[src/rtl/ifu_fetch.sv]
// Instruction fetch stage: owns the PC, issues one request at a time to instruction
// memory, and hands each returned word with its PC to decode over valid/ready.
module ifu_fetch #(
  parameter logic [31:0] RESET_PC = 32'h8000_0000
) (
  input  logic        clk,
  input  logic        rst,
  output logic        imem_req_valid,
  input  logic        imem_req_ready,
  output logic [31:0] imem_req_addr,
  input  logic        imem_rsp_valid,
  input  logic [31:0] imem_rsp_data,
  output logic        instr_valid,
  input  logic        instr_ready,
  output logic [31:0] instr,
  output logic [31:0] instr_pc,
  input  logic        redirect_valid,
  input  logic [31:0] redirect_pc
);

  typedef enum logic [2:0] {
    S_IDLE  = 3'd0,
    S_REQ   = 3'd1,
    S_WAIT  = 3'd2,
    S_HOLD  = 3'd3,
    S_DRAIN = 3'd4
  } state_t;

  state_t      r_state;
  state_t      w_state_next;
  logic [31:0] r_pc;
  logic [31:0] r_instr;
  logic [31:0] r_instr_pc;

  logic        w_req_fire;
  logic        w_redirect;
  logic        w_capture;
  logic [31:0] w_redirect_pc;

  assign w_req_fire    = (r_state == S_REQ) && imem_req_ready;
  // A redirect before the first request is ignored so the reset PC is always fetched first.
  assign w_redirect    = redirect_valid && (r_state != S_IDLE);
  assign w_capture     = (r_state == S_WAIT) && imem_rsp_valid && !redirect_valid;
  assign w_redirect_pc = redirect_pc & ~32'h3;

  always_ff @(posedge clk) begin
    if (rst) begin
      r_state <= S_IDLE;
    end else begin
      r_state <= w_state_next;
    end
  end

  always_comb begin
    w_state_next = r_state;
    case (r_state)
      S_IDLE: w_state_next = S_REQ;
      S_REQ: begin
        if (w_req_fire) begin
          w_state_next = redirect_valid ? S_DRAIN : S_WAIT;
        end
      end
      S_WAIT: begin
        if (imem_rsp_valid) begin
          w_state_next = redirect_valid ? S_REQ : S_HOLD;
        end else if (redirect_valid) begin
          w_state_next = S_DRAIN;
        end
      end
      S_HOLD: begin
        if (redirect_valid || instr_ready) begin
          w_state_next = S_REQ;
        end
      end
      S_DRAIN: begin
        // The stale response is gone once it arrives; waiting further would never end.
        if (imem_rsp_valid) begin
          w_state_next = S_REQ;
        end
      end
      default: w_state_next = S_IDLE;
    endcase
  end

  always_comb begin
    imem_req_valid = (r_state == S_REQ);
    instr_valid    = (r_state == S_HOLD);
    imem_req_addr  = r_pc;
    instr          = r_instr;
    instr_pc       = r_instr_pc;
  end

  always_ff @(posedge clk) begin
    if (rst) begin
      r_pc       <= RESET_PC;
      r_instr    <= 32'h0;
      r_instr_pc <= 32'h0;
    end else begin
      if (w_redirect) begin
        r_pc <= w_redirect_pc;
      end else if (w_capture) begin
        r_pc <= r_pc + 32'd4;
      end
      if (w_capture) begin
        r_instr    <= imem_rsp_data;
        r_instr_pc <= r_pc;
      end
    end
  end

endmodule

[config.mk]
export PLATFORM = sky130hd
export DESIGN_NAME = ifu_fetch
export DESIGN_NICKNAME = d
export VERILOG_FILES = /design/src/rtl/ifu_fetch.sv
export SDC_FILE = /design/constraint.sdc
export NUM_CORES = 1
export LEC_CHECK = 0
export CORE_ASPECT_RATIO = 1.25
export CORE_UTILIZATION = 40
export DETAILED_ROUTE_END_ITERATION = 7
export PLACE_DENSITY_LB_ADDON = 0.08
export SYNTH_ARGS = -nofsm -noshare
export SYNTH_HDL_FRONTEND = slang
export SYNTH_SLANG_ARGS = --single-unit
[constraint.sdc]
create_clock -name clk -period 4.9 [get_ports clk]
set_input_delay 0.735 -clock clk [delete_from_list [all_inputs] [get_ports clk]]
set_output_delay 0.735 -clock clk [all_outputs]
set_load 0.1 [all_outputs]
==> results.cfg <==
[outcome]
status = completed

[logic_synthesis]
synth_seq_cells = 95
synth_edf_count = 0
ys.flop_type = dfxtp_1
synth_cell_type_count = 57
seq_area_frac_synth_pct = 46.1
yosysWarnings = 0
syn_area_sq_um = 4130
syn_avg_cell_area_sq_um = 7.83
netlist_instances = 527
async_reset_ff_share_pct = 0

[timing]
finalHoldViolations = 0
maxSlewHeadroom_pct = 27.6
whs_ps = 452
skew_ps = 5.20
period_share_pct = 62.0
drv_slew = 0
tightest_slew_ps = 1090
rsz0062_at_grt = no
max_freq_mhz = 329
fin_setup_tns_ps = 0
fin_crit_ps = 3040
setup_viol = 0

[floorplan]
die_h_um = 116
boundaryPins = 168
chipWidth_um = 92.9
core-area_sq_um = 10100
initial_core_util_pct = 41.1
rows = 41
dieArea_sq_um = 10700

[detailed_routing]
first_pass_iters = 4
drc = 0
drt_iter0_drc = 154
drtAntennaViolNets = 0
via_per_inst = 5.22
wl_per_cell_um = 14.9
vias = 4177
finalWirelength_um = 12000

[place]
portBuffers = 161
gp_congestion = 0.732
dp_hpwl_um = 7960
place_area_sq_um = 5780

[global_routing]
grtUsageMet3_pct = 6.63
first_global_vias = 3931
grtUsageMet2_pct = 40.4
gr-total-overflow = 0
grt_pass1_wl_um = 19100
track_usage_pct = 22.5
top_usage_layer = met2
grtUsageMet1_pct = 25.8
grt_max_degree = 101
antenna_found_initial = 0

[layout]
postLayoutCoreUtil_pct = 61.0
drive_gt1_share_pct = 5.81
nFillCells = 899
antenna_cells = 0
syn_to_final_growth_pct = 48.5
layout_common_cells = 160 x clkdlybuf4s50_1, 147 x nand2_1, 95 x dfxtp_1
postLayoutCellArea_sq_um = 6130
final_common_cell = clkdlybuf4s50_1
nets = 737

[setup_path]
cp-end-kind = primary output
setup.worst_path.start_class = register
crit_arrival_ps = 2300
required_ps = 4160
critPathMaxFanout = 12
cp_cell_sequence = and3b_1, clkdlybuf4s50_1
cp_slowest_cell = clkdlybuf4s50_1
crit_type = reg -> out
slowest_delay_ps = 1140

[pwr]
p_per_area_nw_per_um2 = 326
peakVddDrop_mv = 0.189
p_leak_nw = 1.95
total_power_mw = 2.00

[clock_network]
cts-hold-fix-buffers = 0
clk_latency_ps = 340
root_buffer = clkbuf_16
cts_tree = done
post_cts_buffers = 0
cts_resized = 0
path_clk_slew_ps = 70
cts.sinks = 95
clockBufferDepth = 2
cts_buffers = 9
cts_htree_levels = 3

[hold_path]
holdCritPathClass = reg -> reg

[flow_run]
max-cap-violations = 0
[cells in the mapped netlist (all sizes together), types with 7 or more instances]
master	n	area [sq um]
clkbuf	29	109
a31oi	7	43.8
nand2	147	552
a211oi	8	75.1
dfxtp	95	1900
nor2	28	105
nor3	11	70.1
buf	12	77.6
nand3	17	85.1
a21oi	79	395
o21ai	9	45.0
[worst paths after layout]
path | cells after the start | start | slack, ps | to
worst min register to register | 2 | instr[22] | 450 | instr[22]
worst max register to register | 4 | r_state[1] | 2290 | imem_req_addr[27]
worst max-delay path | 2 | r_state[1] | 1860 | instr_valid
worst min-delay path | 2 | instr[22] | 450 | instr[22]
[cells by family (layout without fill, tap and decap cells)]
kind of cell | count (synthesis) | after routing | share of synthesized area (%)
and+or+nand+nor | 245 | 245 | 27.3
AOI/OAI and AO/OA | 131 | 131 | 19.2
DFF | 95 | 95 | 46.1
buffers and inverters | 44 | 185 | 4.79
xor gates and xnor gates | 7 | 7 | 1.48
muxes | 3 | 3 | 0.788
adders and majority gates | 1 | 1 | 0.303
other | 1 | 4 | 0.0908
[critical path: cells and delay by family, from the launching register on]
family        cells  cell delay [ps]
buf+inv           1             1140
flops             1              600
simple gates      1              220
[per-layer routing]
layer | up-vias | wire length [um]
met1 | 1945 | 4850
met4 | 0 | 146
met5 | - | 0
li1 | 2105 | -
met3 | 12 | 793
met2 | 115 | 6170
[registers in the layout, summed over array words and instances, names as in the netlist]
name           cells
instr_pc          30
r_state            3
imem_req_addr     30
instr             32
[power by group]
group          switching [mW]  total (mW)  internal [mW]
Sequential             0.0393       0.834          0.794
Combinational           0.241       0.354          0.113
Clock                   0.308       0.808          0.500
Total                   0.588        2.00           1.41
[cell type report]
type                            instances  area (sq um)  area share [%]
Multi-Input combinational cell        391          2060            33.6
Inverter                                3          11.3           0.184
Clock buffer                            9           225            3.67
Tap cell                              129           161            2.63
Timing Repair Buffer                  166          1650            26.9
Clock inverter                          7           121            1.98
Sequential cell                        95          1900            31.0
[through the flow]
| stage | std cells | setup WS (ps) |
|---|---|---|
| 6_report | 800 | 1860 |
| 5_1_grt | 800 | 1750 |
| 4_1_cts | 800 | 1860 |
| 3_5_place_dp | 784 | 1560 |
| 3_3_place_gp | 784 | 1620 |
| 2_1_floorplan | 530 | 1450 |
(Power assumes the default switching activity.)
